File: config.mk
export PLATFORM = sky130hd
export DESIGN_NAME = jtkunio_obj_scan
export DESIGN_NICKNAME = d
export VERILOG_FILES = /design/src/rtl/jtkunio_obj_scan.sv
export SDC_FILE = /design/constraint.sdc
export NUM_CORES = 1
export LEC_CHECK = 0
export ABC_AREA = 1
export CAP_MARGIN = 20
export CELL_PAD_IN_SITES_DETAIL_PLACEMENT = 0
export CELL_PAD_IN_SITES_GLOBAL_PLACEMENT = 1
export CORE_MARGIN = 2
export CORE_UTILIZATION = 30
export CTS_CLUSTER_SIZE = 16
export DETAILED_ROUTE_END_ITERATION = 7
export HOLD_SLACK_MARGIN = 0.08
export PLACE_DENSITY_LB_ADDON = 0.1
export SETUP_SLACK_MARGIN = 0.1
export SLEW_MARGIN = 40
export SYNTH_ARGS = -nofsm -noshare
export SYNTH_HDL_FRONTEND = slang
export SYNTH_SLANG_ARGS = --single-unit
File: constraint.sdc
create_clock -name clk -period 4 [get_ports clk]
set_input_delay 0.8 -clock clk [delete_from_list [all_inputs] [get_ports clk]]
set_output_delay 0.8 -clock clk [all_outputs]
set_load 0.02 [all_outputs]
File: src/rtl/jtkunio_obj_scan.sv
// Per-line sprite scheduler: walks the object table from entry 31 down to 0,
// fetches 4bpp rows for objects crossing the line and paints opaque pixels into the line buffer.
module jtkunio_obj_scan #(
    parameter int OBJMAX = 32
) (
    input  logic        clk,
    input  logic        rst_n,
    input  logic        line_start,
    input  logic [7:0]  vrender,
    input  logic        flip,
    output logic [5:0]  scan_addr,
    input  logic [15:0] scan_dout,
    output logic        rom_cs,
    output logic [17:0] rom_addr,
    input  logic [31:0] rom_data,
    input  logic        rom_ok,
    output logic        buf_we,
    output logic [7:0]  buf_addr,
    output logic [6:0]  buf_data,
    output logic        busy
);
    localparam logic [4:0] NLAST = 5'(OBJMAX - 1);

    typedef enum logic [2:0] {
        IDLE = 3'd0,
        RD0  = 3'd1,
        RD1  = 3'd2,
        CHK  = 3'd3,
        ROM  = 3'd4,
        DRAW = 3'd5,
        NEXT = 3'd6
    } state_t;

    // Tall objects are two stacked 16x16 tiles: the row's bit 4 selects the tile via code bit 0
    function automatic logic [17:0] row_addr(input logic [10:0] code, input logic tall,
                                             input logic [4:0] row, input logic fetch_half);
        logic [10:0] tile;
        tile = tall ? {code[10:1], row[4]} : code;
        return {tile, row[3:0], fetch_half, 2'b00};
    endfunction

    state_t      state_r, state_s;
    logic [4:0]  n_r, n_s;
    logic        half_r, half_s;
    logic [2:0]  pix_r, pix_s;
    logic [15:0] word0_r, word0_s;
    logic [15:0] word1_r, word1_s;
    logic [31:0] data_r, data_s;
    logic [4:0]  row_r, row_s;
    logic [5:0]  scan_addr_r, scan_addr_s;
    logic        rom_cs_r, rom_cs_s;
    logic [17:0] rom_addr_r, rom_addr_s;
    logic        buf_we_r, buf_we_s;
    logic [7:0]  buf_addr_r, buf_addr_s;
    logic [6:0]  buf_data_r, buf_data_s;
    logic        busy_r, busy_s;

    logic [7:0]  ydiff_s;
    logic        hit_s;
    logic        hflip_s;
    logic        tall_s;
    logic [3:0]  col_s;
    logic [3:0]  nib_s;
    logic [7:0]  pos_s;

    assign ydiff_s = vrender - word0_r[7:0];
    assign tall_s  = word0_r[11];
    assign hflip_s = word0_r[12];
    assign hit_s   = (word0_r[7:0] != 8'd0) && (ydiff_s < (tall_s ? 8'd32 : 8'd16));
    // Mirrored column is 15-c, which is just the bitwise complement of c
    assign col_s   = {half_r, pix_r} ^ {4{hflip_s}};
    assign nib_s   = 4'(data_r >> {col_s[2:0], 2'b00});
    assign pos_s   = word1_r[7:0] + {4'd0, col_s};

    // Next-state and next-output logic
    always_comb begin
        state_s     = state_r;
        n_s         = n_r;
        half_s      = half_r;
        pix_s       = pix_r;
        word0_s     = word0_r;
        word1_s     = word1_r;
        data_s      = data_r;
        row_s       = row_r;
        scan_addr_s = scan_addr_r;
        rom_cs_s    = rom_cs_r;
        rom_addr_s  = rom_addr_r;
        buf_we_s    = 1'b0;
        buf_addr_s  = buf_addr_r;
        buf_data_s  = buf_data_r;
        busy_s      = busy_r;
        case (state_r)
            IDLE: begin
                state_s = IDLE;
            end
            RD0: begin
                scan_addr_s = {n_r, 1'b1};
                state_s     = RD1;
            end
            RD1: begin
                word0_s = scan_dout;
                state_s = CHK;
            end
            CHK: begin
                word1_s = scan_dout;
                row_s   = ydiff_s[4:0];
                if (hit_s) begin
                    half_s     = 1'b0;
                    rom_cs_s   = 1'b1;
                    rom_addr_s = row_addr({word0_r[10:8], scan_dout[15:8]}, tall_s,
                                          ydiff_s[4:0], hflip_s);
                    state_s    = ROM;
                end else begin
                    state_s = NEXT;
                end
            end
            ROM: begin
                if (rom_ok) begin
                    data_s   = rom_data;
                    rom_cs_s = 1'b0;
                    pix_s    = 3'd0;
                    state_s  = DRAW;
                end else begin
                    rom_cs_s = 1'b1;
                end
            end
            DRAW: begin
                buf_we_s   = (nib_s != 4'd0);
                buf_addr_s = flip ? ~pos_s : pos_s;
                buf_data_s = {word0_r[15:13], nib_s};
                pix_s      = pix_r + 3'd1;
                if (pix_r == 3'd7) begin
                    if (!half_r) begin
                        half_s     = 1'b1;
                        rom_cs_s   = 1'b1;
                        rom_addr_s = row_addr({word0_r[10:8], word1_r[15:8]}, tall_s,
                                              row_r, ~hflip_s);
                        state_s    = ROM;
                    end else begin
                        state_s = NEXT;
                    end
                end else begin
                    state_s = DRAW;
                end
            end
            NEXT: begin
                if (n_r == 5'd0) begin
                    busy_s  = 1'b0;
                    state_s = IDLE;
                end else begin
                    n_s         = n_r - 5'd1;
                    scan_addr_s = {n_r - 5'd1, 1'b0};
                    state_s     = RD0;
                end
            end
            default: begin
                state_s = IDLE;
            end
        endcase
        // A new line always wins, even in the middle of an object
        if (line_start) begin
            state_s     = RD0;
            n_s         = NLAST;
            half_s      = 1'b0;
            busy_s      = 1'b1;
            rom_cs_s    = 1'b0;
            buf_we_s    = 1'b0;
            scan_addr_s = {NLAST, 1'b0};
        end else begin
            busy_s = busy_s;
        end
    end

    // State and output registers
    always_ff @(posedge clk or negedge rst_n) begin
        if (!rst_n) begin
            state_r     <= IDLE;
            n_r         <= NLAST;
            half_r      <= 1'b0;
            pix_r       <= 3'd0;
            word0_r     <= 16'd0;
            word1_r     <= 16'd0;
            data_r      <= 32'd0;
            row_r       <= 5'd0;
            scan_addr_r <= 6'd0;
            rom_cs_r    <= 1'b0;
            rom_addr_r  <= 18'd0;
            buf_we_r    <= 1'b0;
            buf_addr_r  <= 8'd0;
            buf_data_r  <= 7'd0;
            busy_r      <= 1'b0;
        end else begin
            state_r     <= state_s;
            n_r         <= n_s;
            half_r      <= half_s;
            pix_r       <= pix_s;
            word0_r     <= word0_s;
            word1_r     <= word1_s;
            data_r      <= data_s;
            row_r       <= row_s;
            scan_addr_r <= scan_addr_s;
            rom_cs_r    <= rom_cs_s;
            rom_addr_r  <= rom_addr_s;
            buf_we_r    <= buf_we_s;
            buf_addr_r  <= buf_addr_s;
            buf_data_r  <= buf_data_s;
            busy_r      <= busy_s;
        end
    end

    assign scan_addr = scan_addr_r;
    assign rom_cs    = rom_cs_r;
    assign rom_addr  = rom_addr_r;
    assign buf_we    = buf_we_r;
    assign buf_addr  = buf_addr_r;
    assign buf_data  = buf_data_r;
    assign busy      = busy_r;

endmodule

# Word level (Yosys, flattened, before mapping)

Cells that the tools add are included.

Register bits after elaboration: 123
Bits in latches: 0
Bits in writable memories: 0
Bits in read-only memories: 0
Bits of input ports: 61
Memories kept: 0

$add $sub $neg: 4
Multiply operators: 0
Div/mod/pow operators: 0
Magnitude comparators: 1
Equality and inequality tests: 17
Shifts and indexed selects: 1
Mux-type cells: 38
Bitwise gates (word level): 3
Reductions and logical operators: 19

Operator list:

| cell                                                | count |
|---|---|
| two-way mux 18 bit                                  | 3 |
| one-hot mux 18 bit (2 select lines)                 | 1 |
| right shift 32 x 5 -> 4 bit                         | 1 |
| two-way mux 6 bit                                   | 3 |
| one-hot mux 3 bit (6 select lines)                  | 1 |
| two-way mux 1 bit                                   | 16 |
| two-way mux 5 bit                                   | 3 |
| != test 3 bit, second input constant                | 5 |
| equality test 3 bit, second input constant          | 4 |
| two-way mux 3 bit                                   | 4 |
| one-hot mux 6 bit (2 select lines)                  | 1 |
| != test 2 bit, second input constant                | 5 |
| AND reduction 2 bit                                 | 5 |
| adder 8 x 4 -> 8 bit                                | 1 |
| less-than comparator 8 x 6 -> 1 bit                 | 1 |
| two-way mux 8 bit                                   | 1 |
| inverter 8 bit                                      | 1 |
| AND reduction 4 bit                                 | 2 |
| nonzero test 2 bit                                  | 4 |
| nonzero test 4 bit                                  | 2 |
| nonzero test 8 bit                                  | 1 |
| subtractor 8 bit                                    | 1 |
| equality test 3 x 2 -> 1 bit, second input constant | 2 |
| one-hot mux 3 bit (2 select lines)                  | 1 |
| 12 further kinds                                    | 14 |

# Depth between registers and ports, before layout

Word-level depth: 6
Depth in mapped cells: 20

# Worst setup path after synthesis

No wires, ideal clock.

Path kind: input port to flip-flop
Start point: input port vrender[2]
End point: register rom_addr_r[11] (netlist: rom_addr[11])
Arrival: 2.775 ns
Data required time: 3.877 ns
Slack: 1.101 ns
Stages: 17
Path buffers: 2
Cells stage by stage: ha_1 > or2_2 > nand2_1 > nor2_1 > nor2_1 > xnor2_1 > ha_1 > nor2_1 > nand2_1 > nor2_1 > nand3_1 > nand2_1 > nand2_2 > buf_6 > buf_6 > nand2_1 > o21ai_1

Cells in the longest elaborated chain, start to end: 5

Ends and longest elaborated chain:

| item                                 | line | text |
|---|---|---|
| from (decl)                          | 9    | `input logic [7:0] vrender,` |
| subtractor 8 bit                     | 66   | `assign ydiff_s = vrender - word0_r[7:0];` |
| less-than comparator 8 x 6 -> 1 bit  | 69   | `assign hit_s = (word0_r[7:0] != 8'd0) && (ydiff_s < (tall_s ? 8'd32 : 8'd16));` |
| logical AND 1 bit                    | 69   |  |
| != test 2 bit (no source line)       | --   |  |
| AND reduction 4 bit (no source line) | --   |  |
| to (signal assigned)                 | 203  | `rom_addr_r <= rom_addr_s;` |
| to (decl)                            | 52   | `logic [17:0] rom_addr_r, rom_addr_s;` |

No other way between the ends.
A chain may end at the register's enable or synchronous reset.

# Final worst setup path

Start point: input port vrender[2]
End point: register rom_addr_r[7] (netlist: rom_addr[7])

Cells in the longest elaborated chain, start to end: 5
Elaborated cells on any way between the ends: 8
Those cells by class: add/sub: 1; order compare: 1; eq/ne: 1; mux: 3; reduce/logical: 2

Ends and longest elaborated chain:

| item                                 | line |
|---|---|
| subtractor 8 bit *                   | 66 |
| less-than comparator 8 x 6 -> 1 bit  | 69 |
| logical AND 1 bit                    | 69 |
| != test 2 bit (no source line)       | -- |
| AND reduction 4 bit (no source line) | -- |

Every way passes the cells marked *; elsewhere a longest branch is shown, timed or not. The select of a mux whose other input is x is not followed.

==> results_tabular.tex <==
\begin{tabular}{lr}
\hline
Metric & Value \\
\hline
\multicolumn{2}{l}{\textbf{Timing}} \\
Setup tns final & 0 ns \\
Setup repair after global routing missed its margin & no \\
Max Clk Rate & 300 MHz \\
Min cycle time layout & 3.33 ns \\
Worst max-slew margin expressed relative to the limit & 49.1\% \\
Setup-failing EPs final & 0 \\
Number of max-slew violations in the final report & 0 \\
Pin slew with the least headroom to its limit & 0.763 ns \\
Worst clock skew on the final layout & 0.00666 ns \\
Fin crit share & 83.3\% \\
Final Hold Fails & 0 \\
\multicolumn{2}{l}{\textbf{Power}} \\
Power per cell area & 857 mW/mm\^{}2 \\
Leakage power summed over all cells & 0.00372 uW \\
Max VDD drop & 362 uV \\
Total chip power & 6730 uW \\
\multicolumn{2}{l}{\textbf{Worst setup path}} \\
Startpoint of the worst setup timing path & vrender[2] \\
Startpoint of the lowest-slack register-to-register path & word0\_r[2] \\
CP max stage cell & sky130\_fd\_sc\_hd\_\_clkdlybuf4s50\_1 \\
Worst Path Arrival & 3.62 ns \\
Kind of end point of the critical path & register \\
Reg-to-Reg End & rom\_addr[7] \\
R2r setup slk & 1.07 ns \\
Worst-path maximum fanout & 29 \\
Critical Setup Path Class & input pin to register \\
Startpoint kind of the worst setup timing path & input pin \\
Crit-path cells & clkdlybuf4s50\_1 > ha\_1 > or2\_2 > nand2\_1 > nor2\_1 > nor2\_1 > xnor2\_1 > ha\_1 > nor2\_1 > nand2\_1 > nor2\_1 > nand3\_1 > nand2\_1 > nand2\_2 > nand2\_1 > o21ai\_2 \\
Worst setup endpoint & rom\_addr[7] \\
Worst r2r path cells & 16 \\
Worst EP required & 4.29 ns \\
Critical path's largest stage delay & 0.41 ns \\
\multicolumn{2}{l}{\textbf{Cells and area}} \\
Number of diodes & 0 \\
Layout cells sized above 1 & 8.38\% \\
Area Growth Syn to Fin & 32.4\% \\
Fill cells & 1,996 \\
Leading cell types in the layout, fill and taps excluded & 240 x sky130\_fd\_sc\_hd\_\_nand2\_1, 116 x sky130\_fd\_sc\_hd\_\_dfrtp\_1, 99 x sky130\_fd\_sc\_hd\_\_clkdlybuf4s50\_1 \\
Post-route insts no fill & 1,088 \\
Most common cell after layout, fill and taps aside & sky130\_fd\_sc\_hd\_\_nand2\_1 \\
Post-layout net count & 888 \\
\multicolumn{2}{l}{\textbf{Clocking}} \\
Clk Latency, worst-skew pair & 0.42 ns \\
Cell at the root of the clock tree & sky130\_fd\_sc\_hd\_\_clkbuf\_16 \\
Max Buffers Root-to-Sink & 2 \\
Clock tree from TritonCTS & built \\
Number of buffers inserted during clock tree synthesis & 17 \\
Post-CTS resize count & 0 \\
Number of post-CTS setup repair buffers & 0 \\
Depth of the CTS H-tree & 4 \\
Clock Pin Slew Worst Setup and Hold Paths & 0.06 ns \\
TritonCTS sink count & 121 \\
Hold bufs inserted after CTS & 0 \\
\multicolumn{2}{l}{\textbf{Detailed routing}} \\
Routed wire length & 15.1 mm \\
Vias & 4,826 \\
Routed wire per std cell & 13.9 microns \\
Count of nets left with antenna violations after detail routing & 0 \\
Detailed Route Iter0 Violations & 278 \\
DRC violation count after routing & 0 \\
Mean number of vias per cell & 4.44 \\
Length of the first detailed-routing pass in iterations & 5 \\
\multicolumn{2}{l}{\textbf{Yosys}} \\
Number of instances in the synthesized netlist & 712 \\
Count of flip-flops with a built-in enable after synthesis & 0 \\
Mean instance size in the synthesized netlist & 8.33 sq um \\
Async set or reset register ratio after synthesis & 100\% \\
Flops \& latches, synth & 121 \\
Most instantiated flip-flop cell in the synthesis netlist & sky130\_fd\_sc\_hd\_\_dfrtp\_1 \\
Number of distinct library cells after synthesis & 40 \\
Share of synthesized area occupied by flip-flops and latches & 51.1\% \\
Count of warnings emitted by yosys & 0 \\
Mapped cell area & 0.00593 sq mm \\
\multicolumn{2}{l}{\textbf{Global route}} \\
Antenna violations before repair & 0 \\
Pin count of the biggest net entering global routing & 59 \\
GRT Overall Usage & 15.7\% \\
GRT Residual Overflow & 0 \\
Global-route wire length before repair & 25.2 mm \\
Vias in the first global route & 4,969 \\
\multicolumn{2}{l}{\textbf{Floorplanning}} \\
Placeable core area & 0.0195 sq mm \\
Die Area & 0.0209 sq mm \\
Site row count & 51 \\
Starting density of the core & 30.5\% \\
Horiz. Die Dim & 145 microns \\
Height of the die & 145 microns \\
Top Ports & 103 \\
\multicolumn{2}{l}{\textbf{Status}} \\
Run status & finished clean \\
\multicolumn{2}{l}{\textbf{Place}} \\
HPWL reported at the end of detailed placement & 10.7 mm \\
GPL Wtd Cong & 0.804 \\
Placed cells & 1,056 \\
IO Port Bufs & 100 \\
\multicolumn{2}{l}{\textbf{Worst hold path}} \\
Worst hold path type & input pin to async pin \\
\multicolumn{2}{l}{\textbf{Flow run}} \\
Maximum capacitance violations & 0 \\
\hline
\end{tabular}
area by class of cell:
cell class	count	area (sq um)	share of cell area (%)
flip-flops and latches	121	3030	38.6
well taps	265	332	4.22
clock buffers	20	457	5.81
repair buffers	105	1050	13.4
multi-input cells	495	2520	32.1
inverters	70	263	3.35
clock inverters	12	196	2.50
sequential cells by signal (all words and copies together), names as in the netlist:
| signal | flops |
|---|---|
| half_r | 1 |
| word1_r | 16 |
| word0_r | 16 |
| n_r | 5 |
| rom_addr | 16 |
| busy | 1 |
| pix_r | 3 |
| data_r | 32 |
| buf_data | 7 |
| rom_cs | 1 |
| buf_addr | 8 |
| state_r | 3 |
| scan_addr | 6 |
| buf_we | 1 |
| row_r | 5 |
layer usage:
layer | wire [microns] | global-route usage (%) | vias to the layer above
li1 | - | - | 2476
met1 | 7560 | 21.4 | 2240
met2 | 6810 | 24.6 | 96
met3 | 558 | 3.28 | 14
met4 | 216 | 5.67 | 0
met5 | 0 | 0 | -
cells by family (layout without fill, tap and decap cells):
group,Yosys count,count (layout),synth area share (%)
AO/OA/AOI/OAI,141,141,13.4
adder cells (fa/ha/maj),17,17,3.84
multiplexers,1,1,0.169
buffers and inverters,97,207,6.58
XOR/XNOR,18,18,2.97
flip-flops,121,121,51.1
AND/OR/NAND/NOR,316,316,21.8
other,1,2,0.0632
worst max-delay path: cells and delay by family:
family	cells	cell delay [ns]
AOI/OAI and AO/OA	1	0.06
buffers and inverters	1	0.41
and+or+nand+nor	11	1.73
xor gates and xnor gates	1	0.08
adders and majority gates	2	0.52
per-stage QoR:
stage | instance area [sq um] | hold slack, ns | util, % | worst slack (ns)
floorplan | 5940 | 0.437 | - | 1.10
detailed placement | 7200 | 0.457 | 37.0 | 0.248
CTS | 7850 | 0.471 | 40.3 | 0.681
finish | 7860 | 0.360 | 40.4 | 0.669
global placement | 7190 | 0.454 | 37.0 | 0.311
global route | 7860 | 0.407 | 40.4 | 0.361
cells in the mapped netlist (3+ instances only):
cell	n	area, sq um
sky130_fd_sc_hd__a21oi_1	17	85.1
sky130_fd_sc_hd__a31oi_1	6	37.5
sky130_fd_sc_hd__buf_2	3	15.0
sky130_fd_sc_hd__clkbuf_1	20	75.1
sky130_fd_sc_hd__dfrtp_1	116	2900
sky130_fd_sc_hd__dfstp_2	5	131
sky130_fd_sc_hd__ha_1	15	188
sky130_fd_sc_hd__inv_1	61	229
sky130_fd_sc_hd__inv_2	7	26.3
sky130_fd_sc_hd__nand2_1	240	901
sky130_fd_sc_hd__nand3_1	27	135
sky130_fd_sc_hd__nand3b_1	3	22.5
sky130_fd_sc_hd__nor2_1	32	120
sky130_fd_sc_hd__o211ai_1	10	75.1
sky130_fd_sc_hd__o21ai_0	89	445
sky130_fd_sc_hd__o21ai_1	4	20.0
sky130_fd_sc_hd__o21ai_2	7	61.3
sky130_fd_sc_hd__o21bai_1	3	22.5
sky130_fd_sc_hd__or2_2	3	18.8
sky130_fd_sc_hd__xnor2_1	9	78.8
sky130_fd_sc_hd__xor2_1	8	70.1
worst min-delay path by stage:
stage,start,to,slack (ns)
after floorplan,data_r[0],data_r[0],0.44
after global placement,data_r[13],data_r[13],0.45
after detailed placement,data_r[16],data_r[16],0.46
after CTS,data_r[16],data_r[16],0.47
after global routing,rst_n,rom_addr[13],0.41
final,rst_n,rom_addr[4],0.36
power breakdown:
group          internal [uW]  switching, uW
registers               1790            345
logic                   1180           1720
clock network           1140            570
Note: power is estimated with default switching activity, not from simulation.
